--- config.mk ---
export PLATFORM = sky130hd
export DESIGN_NAME = mm_operand_bridge
export DESIGN_NICKNAME = d
export VERILOG_FILES = /design/src/rtl/mm_operand_bridge.sv
export SDC_FILE = /design/constraint.sdc
export NUM_CORES = 1
export LEC_CHECK = 0
export ABC_AREA = 1
export BUFFER_PORTS_ARGS = -buffer_cell sky130_fd_sc_hd__clkbuf_2
export CAP_MARGIN = 5
export CORE_MARGIN = 3
export CORE_UTILIZATION = 27
export DETAILED_ROUTE_END_ITERATION = 10
export PLACE_DENSITY = 0.46
export SETUP_SLACK_MARGIN = 0.4
export SYNTH_ARGS = -nofsm -noshare
export SYNTH_HDL_FRONTEND = slang
export SYNTH_SLANG_ARGS = --single-unit
--- constraint.sdc ---
create_clock -name clock_i -period 1.8 [get_ports clock_i]
set_clock_uncertainty 0.2 [all_clocks]
set_input_delay 0.18 -clock clock_i [delete_from_list [all_inputs] [get_ports clock_i]]
set_output_delay 0.18 -clock clock_i [all_outputs]
set_load 0.005 [all_outputs]
--- src/rtl/mm_operand_bridge.sv ---
// -----------------------------------------------------------------------------
// mm_operand_bridge
//
// Operand/result bridge between a single-port BRAM and an external FIOS
// Montgomery core. For each operation it reads p'_0, p, a and b into operand
// registers, pulses core_start_o, serves the core's a_shift / b_fetch /
// p_fetch / res_push requests, then writes the S result words back to BRAM.
//
// BRAM word map (LS word first):
//   0 = p'_0, 1..S = p, S+1..2S = a, 2S+1..3S = b, 3S+1..4S = result
//
// Optional feature: define MM_BRIDGE_PERF_EN to build the 32-bit saturating
// operation cycle counter behind perf_cycles_o; otherwise it reads 0.
//
// Ports
//   clock_i, reset_ni       clock, asynchronous active-low reset
//   start_i, keep_mod_i     operation request; keep_mod skips p'_0/p reload
//   BRAM_*                  BRAM data in/out, write enable, enable, address
//   core_start_o            one-cycle start pulse to the core
//   core_p_prime_0_o        p'_0 operand
//   core_a_o / b_o / p_o    low words of the a, b and p operand registers
//   core_a_shift_i          drop PE_NB a-words, zero fill from the top
//   core_b_fetch_i          rotate b right by one word
//   core_p_fetch_i          rotate p right by one word
//   core_res_push_i/res_i   result word shifted into the result register
//   core_done_i             core finished, start write-back
//   busy_o, done_o, err_o   status; err_o = wrong number of result pushes
//   perf_cycles_o           cycles of the last operation
// -----------------------------------------------------------------------------
module mm_operand_bridge #(
  parameter int W      = 17,
  parameter int S      = 8,
  parameter int PE_NB  = 3,
  parameter int RD_LAT = 1,
  parameter int ADDR_W = $clog2(4*S+1)
) (
  input  logic                clock_i,
  input  logic                reset_ni,
  input  logic                start_i,
  input  logic                keep_mod_i,
  input  logic [W-1:0]        BRAM_dout_i,
  output logic [W-1:0]        BRAM_din_o,
  output logic                BRAM_we_o,
  output logic                BRAM_en_o,
  output logic [31:0]         BRAM_addr_o,
  output logic                core_start_o,
  output logic [W-1:0]        core_p_prime_0_o,
  output logic [PE_NB*W-1:0]  core_a_o,
  output logic [W-1:0]        core_b_o,
  output logic [W-1:0]        core_p_o,
  input  logic                core_a_shift_i,
  input  logic                core_b_fetch_i,
  input  logic                core_p_fetch_i,
  input  logic                core_res_push_i,
  input  logic [W-1:0]        core_res_i,
  input  logic                core_done_i,
  output logic                busy_o,
  output logic                done_o,
  output logic                err_o,
  output logic [31:0]         perf_cycles_o
);

  localparam int OPW = S*W;
  localparam int PCW = $clog2(S+2);

  localparam logic [3:0] ST_IDLE    = 4'd0;
  localparam logic [3:0] ST_LOAD_PP = 4'd1;
  localparam logic [3:0] ST_LOAD_P  = 4'd2;
  localparam logic [3:0] ST_LOAD_A  = 4'd3;
  localparam logic [3:0] ST_LOAD_B  = 4'd4;
  localparam logic [3:0] ST_DRAIN   = 4'd5;
  localparam logic [3:0] ST_RUN     = 4'd6;
  localparam logic [3:0] ST_WRITE   = 4'd7;
  localparam logic [3:0] ST_DONE    = 4'd8;

  localparam logic [1:0] SEL_PP = 2'd0;
  localparam logic [1:0] SEL_P  = 2'd1;
  localparam logic [1:0] SEL_A  = 2'd2;
  localparam logic [1:0] SEL_B  = 2'd3;

  localparam logic [ADDR_W-1:0] ADR_P_LAST  = ADDR_W'(S);
  localparam logic [ADDR_W-1:0] ADR_A_FIRST = ADDR_W'(S+1);
  localparam logic [ADDR_W-1:0] ADR_A_LAST  = ADDR_W'(2*S);
  localparam logic [ADDR_W-1:0] ADR_B_LAST  = ADDR_W'(3*S);
  localparam logic [ADDR_W-1:0] ADR_R_LAST  = ADDR_W'(4*S);
  localparam logic [1:0]        DRAIN_LAST  = 2'(RD_LAT);
  localparam logic [PCW-1:0]    PC_FULL     = PCW'(S);
  localparam logic [PCW-1:0]    PC_SAT      = PCW'(S+1);

  // Insert a word at the MS end of an operand, dropping the LS word.
  function automatic logic [OPW-1:0] shift_in(input logic [OPW-1:0] r,
                                              input logic [W-1:0]   w);
    logic [OPW-1:0] top;
    top = '0;
    top[OPW-1 -: W] = w;
    return (r >> W) | top;
  endfunction

  // Rotate an operand right by one word (LS word wraps to the MS end).
  function automatic logic [OPW-1:0] rot_right(input logic [OPW-1:0] r);
    return (r >> W) | (r << (OPW-W));
  endfunction

  logic [3:0]        state_q, state_d;
  logic [ADDR_W-1:0] addr_q, addr_d;
  logic [1:0]        dcnt_q, dcnt_d;
  logic [PCW-1:0]    pcnt_q, pcnt_d, pc_next;
  logic              err_q, err_d;
  logic              cstart_q, cstart_d;
  logic [RD_LAT:0]       tvld_q, tvld_d;
  logic [RD_LAT:0][1:0]  tsel_q, tsel_d;
  logic [W-1:0]      din_q, din_d;
  logic [W-1:0]      pp_q, pp_d;
  logic [OPW-1:0]    p_q, p_d;
  logic [OPW-1:0]    a_q, a_d;
  logic [OPW-1:0]    b_q, b_d;
  logic [OPW-1:0]    res_q, res_d;
  logic              rd_en;
  logic [1:0]        rd_sel;

  // Read issue: every load state issues one read per cycle.
  always_comb begin
    rd_en  = 1'b1;
    rd_sel = SEL_PP;
    case (state_q)
      ST_LOAD_PP: rd_sel = SEL_PP;
      ST_LOAD_P:  rd_sel = SEL_P;
      ST_LOAD_A:  rd_sel = SEL_A;
      ST_LOAD_B:  rd_sel = SEL_B;
      default:    rd_en  = 1'b0;
    endcase
  end

  // Control FSM
  always_comb begin
    state_d  = state_q;
    addr_d   = addr_q;
    dcnt_d   = dcnt_q;
    pcnt_d   = pcnt_q;
    err_d    = err_q;
    cstart_d = 1'b0;
    pc_next  = (core_res_push_i && (pcnt_q != PC_SAT)) ? pcnt_q + PCW'(1) : pcnt_q;
    case (state_q)
      ST_IDLE: begin
        if (start_i) begin
          err_d  = 1'b0;
          pcnt_d = '0;
          if (keep_mod_i) begin
            state_d = ST_LOAD_A;
            addr_d  = ADR_A_FIRST;
          end else begin
            state_d = ST_LOAD_PP;
            addr_d  = '0;
          end
        end
      end
      ST_LOAD_PP: begin
        addr_d  = addr_q + ADDR_W'(1);
        state_d = ST_LOAD_P;
      end
      ST_LOAD_P: begin
        addr_d = addr_q + ADDR_W'(1);
        if (addr_q == ADR_P_LAST) state_d = ST_LOAD_A;
      end
      ST_LOAD_A: begin
        addr_d = addr_q + ADDR_W'(1);
        if (addr_q == ADR_A_LAST) state_d = ST_LOAD_B;
      end
      ST_LOAD_B: begin
        // addr leaves this state at 3S+1, the first result address.
        addr_d = addr_q + ADDR_W'(1);
        if (addr_q == ADR_B_LAST) begin
          state_d = ST_DRAIN;
          dcnt_d  = '0;
        end
      end
      ST_DRAIN: begin
        dcnt_d = dcnt_q + 2'd1;
        if (dcnt_q == DRAIN_LAST) begin
          state_d  = ST_RUN;
          cstart_d = 1'b1;
        end
      end
      ST_RUN: begin
        pcnt_d = pc_next;
        if (core_done_i) begin
          state_d = ST_WRITE;
          if (pc_next != PC_FULL) err_d = 1'b1;
        end
      end
      ST_WRITE: begin
        if (addr_q == ADR_R_LAST) state_d = ST_DONE;
        else                      addr_d  = addr_q + ADDR_W'(1);
      end
      ST_DONE: state_d = ST_IDLE;
      default: state_d = ST_IDLE;
    endcase
  end

  // Read tag delay line and operand datapath
  always_comb begin
    tvld_d    = tvld_q;
    tsel_d    = tsel_q;
    tvld_d[0] = rd_en;
    tsel_d[0] = rd_sel;
    for (int i = 1; i <= RD_LAT; i++) begin
      tvld_d[i] = tvld_q[i-1];
      tsel_d[i] = tsel_q[i-1];
    end

    din_d = BRAM_dout_i;
    pp_d  = pp_q;
    p_d   = p_q;
    a_d   = a_q;
    b_d   = b_q;
    res_d = res_q;

    // din_q holds the word for the read issued RD_LAT+1 cycles ago.
    if (tvld_q[RD_LAT]) begin
      case (tsel_q[RD_LAT])
        SEL_PP:  pp_d = din_q;
        SEL_P:   p_d  = shift_in(p_q, din_q);
        SEL_A:   a_d  = shift_in(a_q, din_q);
        default: b_d  = shift_in(b_q, din_q);
      endcase
    end

    if (state_q == ST_RUN) begin
      if (core_a_shift_i)  a_d   = a_q >> (PE_NB*W);
      if (core_b_fetch_i)  b_d   = rot_right(b_q);
      if (core_p_fetch_i)  p_d   = rot_right(p_q);
      if (core_res_push_i) res_d = shift_in(res_q, core_res_i);
    end

    if (state_q == ST_WRITE) res_d = res_q >> W;
  end

  always_ff @(posedge clock_i or negedge reset_ni) begin
    if (!reset_ni) begin
      state_q  <= ST_IDLE;
      addr_q   <= '0;
      dcnt_q   <= '0;
      pcnt_q   <= '0;
      err_q    <= 1'b0;
      cstart_q <= 1'b0;
      tvld_q   <= '0;
      tsel_q   <= '0;
      din_q    <= '0;
      pp_q     <= '0;
      p_q      <= '0;
      a_q      <= '0;
      b_q      <= '0;
      res_q    <= '0;
    end else begin
      state_q  <= state_d;
      addr_q   <= addr_d;
      dcnt_q   <= dcnt_d;
      pcnt_q   <= pcnt_d;
      err_q    <= err_d;
      cstart_q <= cstart_d;
      tvld_q   <= tvld_d;
      tsel_q   <= tsel_d;
      din_q    <= din_d;
      pp_q     <= pp_d;
      p_q      <= p_d;
      a_q      <= a_d;
      b_q      <= b_d;
      res_q    <= res_d;
    end
  end

`ifdef MM_BRIDGE_PERF_EN
  logic [31:0] perf_cnt_q, perf_cnt_d;
  logic [31:0] perf_q, perf_d;

  function automatic logic [31:0] sat_inc(input logic [31:0] v);
    return (v == 32'hFFFF_FFFF) ? v : v + 32'd1;
  endfunction

  // Counter is zeroed in the accepting cycle; the latched value includes DONE.
  always_comb begin
    perf_cnt_d = perf_cnt_q;
    perf_d     = perf_q;
    if (state_q == ST_IDLE) begin
      if (start_i) perf_cnt_d = '0;
    end else begin
      perf_cnt_d = sat_inc(perf_cnt_q);
    end
    if (state_q == ST_DONE) perf_d = sat_inc(perf_cnt_q);
  end

  always_ff @(posedge clock_i or negedge reset_ni) begin
    if (!reset_ni) begin
      perf_cnt_q <= '0;
      perf_q     <= '0;
    end else begin
      perf_cnt_q <= perf_cnt_d;
      perf_q     <= perf_d;
    end
  end

  assign perf_cycles_o = perf_q;
`else
  assign perf_cycles_o = '0;
`endif

  assign BRAM_en_o        = rd_en | (state_q == ST_WRITE);
  assign BRAM_we_o        = (state_q == ST_WRITE);
  assign BRAM_addr_o      = BRAM_en_o ? 32'(addr_q) : 32'd0;
  assign BRAM_din_o       = res_q[W-1:0];
  assign core_start_o     = cstart_q;
  assign core_p_prime_0_o = pp_q;
  assign core_a_o         = a_q[PE_NB*W-1:0];
  assign core_b_o         = b_q[W-1:0];
  assign core_p_o         = p_q[W-1:0];
  assign busy_o           = (state_q != ST_IDLE);
  assign done_o           = (state_q == ST_DONE);
  assign err_o            = err_q;

endmodule
==> impl_summary.md, run 1 <==
Global route
The total overflow left after global routing is 0. The first global-routing pass estimated 106000 um of wire. The via count of the first global-routing pass came to 17700. Entering global routing, the biggest net connects 104 pins. The initial antenna violation count came to 2. The combined global-route utilization of all metal layers is 0.141.

Place
After legalization and detailed placement, the total HPWL measured 39200 um. The number of buffer cells added on primary ports is 173. The total cell area at the placement stage is 0.0270 mm2. Routability-driven placement finished with a final weighted congestion of 0.725.

STA
The final worst slack is -0.426 ns. Setup repair after global routing could not meet its margin everywhere. The setup violation total in the final timing report is 567. The relative slew slack is 0.491. The post-layout minimum cycle time is 2.23 ns.

Final hold analysis gives a worst-case slack of -0.00355 ns. The final cycle utilization of the critical path is 1.24. The count of endpoints failing hold in the final timing report is 2. For the pin with the worst max-slew slack, the measured transition is 0.761 ns. The final-report max-slew violation count is 0.

The highest attainable clock frequency is 449 MHz.

Clocking
The TritonCTS clock tree is done. For this design, the CTS-stage hold fixing added 52 buffers. The clock-pin transition on the worst setup and hold timing paths is 0.06 ns. The later pin in the worst-skew pair is clocked with a latency of 0.61 ns. The number of clock sinks is 602. Buffers inserted during clock tree synthesis total 73. The clock tree synthesis step divided the H-tree into 3 levels. The clock root buffer master is sky130_fd_sc_hd__clkbuf_16. The clock tree buffer depth is 3.

Yosys
After synthesis, the netlist uses 28 different library cells. The post-synthesis instance area is 0.0248 mm2. Yosys printed 0 warnings. After technology mapping, the gate count stands at 2188. The portion of the post-synthesis area used by sequential elements is 0.607. In this run the mean area of a mapped cell was 11.3 um2. The synthesis-stage register bit count is 602.

Route
After the first detailed-routing iteration, the DRC count stood at 1169. The total length of routed wires is 66600 um. The count of nets left with antenna violations after detail routing is 0.

Using the TritonRoute via totals, the vias-per-cell ratio works out to 4.46. Dividing the detail-routed wire length by the instance count gives 17.6 um. The number of vias after detailed routing is 16900.

For this run, the detailed router's first-pass iteration total came to 5. The number of DRC violations after detailed routing is 0.

Finish
The sequential cells in the finished layout cover a total of 0.0151 mm2. The leading cell type in the layout, fill and taps excluded is sky130_fd_sc_hd__dfrtp_1. Measured on the finished design, the core utilization comes to 0.370.

Counting the fill cells in the layout gives 8746. With fillers left out, the area of the finished cells amounts to 0.0335 mm2. Leaving out fill and tap cells, the most frequent cells in the layout are 601 x sky130_fd_sc_hd__dfrtp_1, 267 x sky130_fd_sc_hd__o21ai_0, 220 x sky130_fd_sc_hd__mux2_4. In the final layout, the multi-input gates occupy 0.00881 mm2. Compared with the post-synthesis result, the final layout area differs by 35.2%. The share of cells above drive strength 1 is 0.338.

The number of nets in the layout is 2596.

Die
The number of placement rows is 110. The total core area is 0.0906 mm2. The number of primary I/O pins is 232.

From bottom edge to top edge, the die measures 309 um. The initial standard-cell utilization of the core is 0.274. The horizontal die dimension is 309 um. The floorplan step defined a die boundary enclosing 0.0956 mm2.

Worst setup path
The sort of element at the start of the critical path is a flip-flop. The critical path capture point type is a flip-flop. The setup path with the least slack is of type flip-flop to flip-flop. At the worst endpoint, the arrival time is 2.51 ns.

Of all nets on the critical path, the largest fanout is 6. At the worst endpoint, the required time is 2.08 ns.

Worst hold path
The worst hold path class is primary input to flip-flop.

Power and ir drop
The worst supply voltage drop on vdd is 0.000675 V. The leakage power is 0.0158 uW. The ratio of total power to cell area is 1810 mW/mm2.

Run status
The checks that failed: negative hold slack, negative setup slack. The run finished, with violations left.

Run
The tool flagged a number of max-cap violations equal to 0.
==> Yosys cell counts <==
| cell type | instances | share of area |
|---|---|---|
| sky130_fd_sc_hd__a21oi_1 | 87 | 0.018 |
| sky130_fd_sc_hd__buf_2 | 24 | 0.0048 |
| sky130_fd_sc_hd__buf_4 | 153 | 0.046 |
| sky130_fd_sc_hd__buf_6 | 15 | 0.0068 |
| sky130_fd_sc_hd__clkbuf_1 | 70 | 0.011 |
| sky130_fd_sc_hd__clkinv_1 | 1 | 0.00015 |
| sky130_fd_sc_hd__conb_1 | 1 | 0.00015 |
| sky130_fd_sc_hd__dfrtp_1 | 602 | 0.61 |
| sky130_fd_sc_hd__ha_1 | 5 | 0.0025 |
| sky130_fd_sc_hd__inv_1 | 158 | 0.024 |
| sky130_fd_sc_hd__inv_4 | 1 | 0.00025 |
| sky130_fd_sc_hd__mux2_1 | 42 | 0.019 |
| sky130_fd_sc_hd__mux2_2 | 248 | 0.11 |
| sky130_fd_sc_hd__nand2_1 | 213 | 0.032 |
| sky130_fd_sc_hd__nand2_2 | 4 | 0.0010 |
| sky130_fd_sc_hd__nand2_4 | 4 | 0.0018 |
| sky130_fd_sc_hd__nand3_1 | 52 | 0.010 |
| sky130_fd_sc_hd__nand4_1 | 1 | 0.00025 |
| sky130_fd_sc_hd__nor2_1 | 138 | 0.021 |
| sky130_fd_sc_hd__nor2_4 | 1 | 0.00045 |
| sky130_fd_sc_hd__nor2_8 | 1 | 0.00081 |
| sky130_fd_sc_hd__nor3_1 | 4 | 0.00081 |
| sky130_fd_sc_hd__o211ai_1 | 35 | 0.011 |
| sky130_fd_sc_hd__o21ai_0 | 285 | 0.057 |
| sky130_fd_sc_hd__o22ai_1 | 37 | 0.0093 |
| sky130_fd_sc_hd__o31ai_1 | 1 | 0.00030 |
| sky130_fd_sc_hd__xnor2_1 | 1 | 0.00035 |
| sky130_fd_sc_hd__xor2_1 | 4 | 0.0014 |
==> worst paths after layout <==
check                          startpoint          to  slack [ns]  depth (start not counted)
max                            state_q[3]   res_q[50]       -0.43                         11
min                        core_b_fetch_i    b_q[105]      -0.004                          5
max reg2reg                    state_q[3]   res_q[50]       -0.43                         11
min reg2reg                     tsel_d[2]   tsel_q[2]        0.15                          0
max in group asynchronous        reset_ni  res_q[119]        0.08                          3
min in group asynchronous        reset_ni   dcnt_q[1]        0.13                          3
==> where the power goes <==
part           switching (uW)  internal, uW  total (uW)
Combinational            9860         13100       23000
Clock                    5710          8740       14400
Sequential               3720         19600       23300
Total                   19300         41400       60700
==> layout make-up <==
type,count,share of cell area
timing repair inverter,1,0.000224
multi-input combinational,1227,0.263
sequential,602,0.449
antenna,5,0.000373
tap,1176,0.0439
timing repair buffer,483,0.155
inverter,160,0.0188
clock buffer,106,0.0621
clock inverter,21,0.00772
==> registers in the layout, indices dropped and copies added (netlist names) <==
name              count
p_q                 136
tsel_q                2
din_q                17
core_p_prime_0_o     17
a_q                 136
dcnt_q                2
pcnt_q                4
state_q               4
res_q               136
core_start_o          1
addr_q                6
tsel_d                2
b_q                 136
err_o                 1
tvld_q                2
==> metrics by stage <==
stage | worst slack (ns) | instances | TNS, ns | power [uW] | hold WS (ns)
6_report | -0.426 | 3781 | -156.72 | 60700 | -0.00355
5_1_grt | -0.533 | 3777 | -213.08 | 64900 | -0.0202
4_1_cts | -0.479 | 3766 | -170.50 | 60900 | -0.0625
3_5_place_dp | -0.206 | 3450 | -48.63 | 39200 | -0.106
3_3_place_gp | -0.148 | 3450 | -36.85 | 38500 | -0.105
2_1_floorplan | -0.0531 | 2245 | -8.14 | 34200 | -0.316
==> cells by family (layout without fill, tap and decap cells) <==
family                   count (synthesis)  in the layout  synth area share
AO/OA/AOI/OAI                          445            445            0.0953
buffers and inverters                  422            771            0.0928
flip-flops                             602            602             0.607
XOR/XNOR                                 5              5           0.00176
adder cells (fa/ha/maj)                  5              5           0.00252
other                                    1             63          0.000151
AND/OR/NAND/NOR                        418            424            0.0687
multiplexers                           290            290             0.132
==> worst max-delay path, cell delays in order (launching register included) <==
cell and delay [ns]:
sky130_fd_sc_hd__dfrtp_1 0.41, sky130_fd_sc_hd__buf_6 0.14, sky130_fd_sc_hd__inv_6 0.06, sky130_fd_sc_hd__nand2_8 0.06
sky130_fd_sc_hd__nor2_8 0.23, sky130_fd_sc_hd__buf_6 0.15, sky130_fd_sc_hd__nand2_8 0.10, sky130_fd_sc_hd__nand2_8 0.11
sky130_fd_sc_hd__buf_6 0.13, sky130_fd_sc_hd__buf_12 0.10, sky130_fd_sc_hd__buf_16 0.12, sky130_fd_sc_hd__mux2_4 0.29
==> layer usage <==
metal / vias to the layer above / track usage / wire [um]
met5: - / 0 / 0
met3: 90 / 0.0262 / 2790
met4: 0 / 0.0405 / 1640
li1: 7891 / - / -
met2: 330 / 0.227 / 31300
met1: 8568 / 0.194 / 31000
==> what timing repair did <==
item                                    in CTS  in global routing
gates resized for setup                    329                 70
hold endpoints to repair                   663                  5
pin swaps                                   11                  9
buffers inserted                            83                 10
endpoints found under the setup margin     697                723
gates cloned                                54                  0
(Power assumes the default switching activity.)
==> run 2, diff against run 1 <==
--- a/config.mk
+++ b/config.mk
@@ -11,7 +11,7 @@
 export CORE_MARGIN = 3
 export CORE_UTILIZATION = 27
 export DETAILED_ROUTE_END_ITERATION = 10
-export PLACE_DENSITY = 0.46
+export PLACE_DENSITY = 0.52
 export SETUP_SLACK_MARGIN = 0.4
 export SYNTH_ARGS = -nofsm -noshare
 export SYNTH_HDL_FRONTEND = slang
==> run 2 against run 1 <==
Compared with the run above: the run ends with negative setup slack left; design area increased by 1.4%; first-iteration DRC count fell by 5.0%; sequential power about the same; utilization rose by 0.51 points; global-route usage decreased by 0.74 points; fmax down 6.2%; clock power hardly changed; clock-buffer cell count is 6 lower; hold slack better by 0.046 ns; combinational power about the same; register-to-register slack worse by 0.15 ns; wire length shrank 0.21%.
==> impl_summary.md, run 2 (same netlist as run 1, synthesis figures left out) <==
Clocking
The clock-pin transition on the worst setup and hold timing paths is 0.06 ns (about the same). The TritonCTS clock tree is done. The clock tree buffer depth was 3 (unchanged). The number of H-tree levels is 3 (unchanged).

The number of clock sinks came to 602 (unchanged). The number of buffers inserted during clock tree synthesis is 71 (-2.7%). The clock insertion delay at the later pin of the skew report is 0.62 ns (about the same). The clock root buffer master is sky130_fd_sc_hd__clkbuf_16.

Place
The routability-driven placement congestion ratio was 0.790 (+8.9%). The total cell area at the placement stage is 0.0270 mm2 (-0.25%). The number of buffer cells added on primary ports is 173 (unchanged).

The detailed placement HPWL is 38700 um (-1.4%).

Die
The number of placement rows is 110 (unchanged). The initial standard-cell utilization of the core is 0.274 (unchanged). The y dimension of the die is 309 um (unchanged). The number of primary I/O pins was 232 (unchanged). The die outline area came to 0.0956 mm2 (unchanged). The horizontal die dimension came to 309 um (unchanged).

The total core area came to 0.0906 mm2 (unchanged).

Route
The met2 routed wirelength is 32100 um (+2.7%). The violation count after the first detailed-route iteration is 1110 (-5.0%). The routed length per placed instance is 17.6 um (-0.26%). The detailed route wirelength on metal3 is 2830 um (+1.5%). The highest metal layer used by the detailed router is met4. The number of vias after detailed routing was 17000 (+0.95%). The per-cell via count in the routed design was 4.50 (+0.89%).

The number of DRC violations after detailed routing was 0 (unchanged). The count of nets left with antenna violations after detail routing was 0 (unchanged). The total length of routed wires is 66500 um (-0.21%). The number of iterations in the first detailed-routing pass was 5 (unchanged).

The met1 layer wirelength in the final routing is 30100 um (-2.9%).

Worst setup path
Among all stages on the critical path, the largest delay is contributed by sky130_fd_sc_hd__dfrtp_1. The critical path capture point type is a flip-flop. The worst-case reg-to-reg path depth is 14 (+3).

The endpoint identified for the worst register-to-register timing path is res_q[14]. The maximum cell stage delay along the critical path is 0.41 ns (about the same). Among cell families on the critical path, the largest total delay comes from buffers and inverters. The sort of element at the start of the critical path is a flip-flop. The required time reported for the critical path endpoint is 2.10 ns (+0.02 ns). Walking the worst path, the cells encountered are inv_2 > nand2_4 > buf_12 > nor2_4 > buf_6 > buf_6 > buf_6 > buf_6 > inv_8 > nand2_8 > buf_12 > buf_12 > buf_16 > mux2_2. The maximum net fanout on the critical path came to 6 (unchanged).

The number of buffers and inverters on the critical path is 10 (+4). The launch point of the worst reg-to-reg path is state_q[3]. The data arrival time of the critical path is 2.67 ns (+0.16 ns). The most prevalent standard cell on the critical path is sky130_fd_sc_hd__buf_6. The flop-to-flop setup slack came to -0.57 ns (-0.15 ns).

The critical path is of the flip-flop to flip-flop type.

Global route
The pin count of the biggest net entering global routing is 82 (-21%). The via count of the first global-routing pass is 17400 (-1.9%). The initial antenna violation count is 1 (-1). The combined global-route utilization of all metal layers is 0.133 (-0.00744). The first-pass GRT wire length is 101000 um (-4.9%). The leftover overflow at the end of global routing was 0 (unchanged).

STA
The final-report max-slew violation count came to 0 (unchanged). The highest attainable clock frequency came to 422 MHz (-6.2%). The measured slew at the worst slew-check pin came to 0.568 ns (-0.193 ns). The count of endpoints failing hold in the final timing report is 0 (-2). The final cycle utilization of the critical path is 1.32 (+0.0810). The final worst slack is -0.571 ns (-0.146 ns).

The setup violation total in the final timing report was 569 (+0.35%). The worst hold margin is 0.0428 ns (+0.0464 ns). Setup repair after global routing could not meet its margin everywhere.

The relative slew slack is 0.620 (+0.129). The post-layout minimum cycle time is 2.37 ns (+0.146 ns).

Worst hold path
The number of cells on the worst hold path came to 5 (unchanged). The path with the worst hold slack has its endpoint at b_q[123]. The start point of the worst min-delay path is core_b_fetch_i. The path class of the tightest hold or removal check is primary input to flip-flop.

Run
The count of max-cap constraint violations is 0 (unchanged).

Power and ir drop
The power share of the sequential group is 0.386 (+0.002). The design internal power is 40900 uW (-1.3%). The proportion of power drawn by the clock network is 0.238 (about the same). The leakage power is 0.0159 uW (+0.66%).

The reported net switching power was 19700 uW (+2.3%). The switching share of total power is 0.325 (+0.00773). The overall power of the completed layout is 60600 uW (-0.15%). The ratio of total power to cell area was 1780 mW/mm2 (-1.5%). The worst supply voltage drop on vdd is 0.000845 V (+25%). The share of total power in combinational logic is 0.376 (-0.003).

Finish
The share of cells above drive strength 1 was 0.362 (+0.0240). The register cell area after layout is 0.0151 mm2 (unchanged). The leading cell type in the layout, fill and taps excluded is sky130_fd_sc_hd__dfrtp_1. The number of nets in the layout is 2603 (+0.27%). The count of antenna diodes in the layout was 0 (-5). The area growth from synthesis to final layout is 37.1%. The number of filler instances in the final layout is 8634 (-1.3%).

The library cells used most frequently in the layout, excluding fill and tap cells, are 601 x sky130_fd_sc_hd__dfrtp_1, 191 x sky130_fd_sc_hd__nand2_1, 178 x sky130_fd_sc_hd__o21ai_0. The share of the core filled with cells is 0.376 (+0.00514). The post-route cell area is 0.0340 mm2 (+1.4%). The combined area of the multi-input logic cells is 0.00876 mm2 (-0.55%).

Run status
The run finished, with violations left. The final reports fail on negative setup slack.
-- run 2: how the worst max path moves through the flow --
| stage | from | endpoint | slack [ns] | depth (start not counted) |
|---|---|---|---|---|
| floorplan | state_q[3] | res_q[90] | -0.05 | 8 |
| global placement | state_q[3] | BRAM_addr_o[5] | -0.23 | 10 |
| detailed placement | state_q[3] | BRAM_addr_o[5] | -0.23 | 10 |
| CTS | state_q[3] | BRAM_addr_o[3] | -0.57 | 10 |
| global route | state_q[3] | BRAM_addr_o[1] | -0.62 | 10 |
| finish | state_q[3] | res_q[14] | -0.57 | 14 |
-- run 2: power groups by stage --
stage / clock network, uW / logic [uW] / registers (uW)
floorplan: 0 / 12200 / 21900
global placement: 0 / 15300 / 23000
detailed placement: 0 / 15900 / 23300
CTS: 14900 / 20300 / 23200
global route: 15500 / 25000 / 24200
finish: 14500 / 22800 / 23400
-- run 2: final cells by class --
| type | count | area share |
|---|---|---|
| inverters | 160 | 0.0185 |
| well taps | 1176 | 0.0433 |
| clock buffers | 100 | 0.0599 |
| flip-flops and latches | 602 | 0.443 |
| clock inverters | 25 | 0.0102 |
| multi-input cells | 1227 | 0.257 |
| repair buffers | 493 | 0.168 |
-- run 2: worst reg2reg max path, delay by kind of cell, from the launching register on --
| kind | cells | cell delay, ns |
|---|---|---|
| buf+inv | 10 | 1.04 |
| flops | 1 | 0.41 |
| mux | 1 | 0.33 |
| simple gates | 3 | 0.30 |
-- run 2: per-stage QoR --
stage          setup TNS (ns)  worst slack, ns  instances
2_1_floorplan           -8.14          -0.0531       2245
4_1_cts               -148.69           -0.566       3722
3_5_place_dp           -42.84           -0.231       3437
3_3_place_gp           -37.37           -0.229       3437
5_1_grt               -218.87           -0.623       3783
6_report              -181.60           -0.571       3783
-- run 2: metal layers --
metal | GRT usage | vias to the layer above
li1 | - | 7918
met1 | 0.181 | 8619
met2 | 0.217 | 410
met3 | 0.0261 | 92
met4 | 0.0400 | 0
met5 | 0 | -
-- run 2: timing repair --
action | CTS | global route
hold buffers | 58 | 0
endpoints found under the setup margin | 699 | 720
cloned | 47 | 20
pin swaps | 16 | 21
hold endpoints to repair | 662 | 0
resized for setup | 243 | 259
buffers inserted | 55 | 41
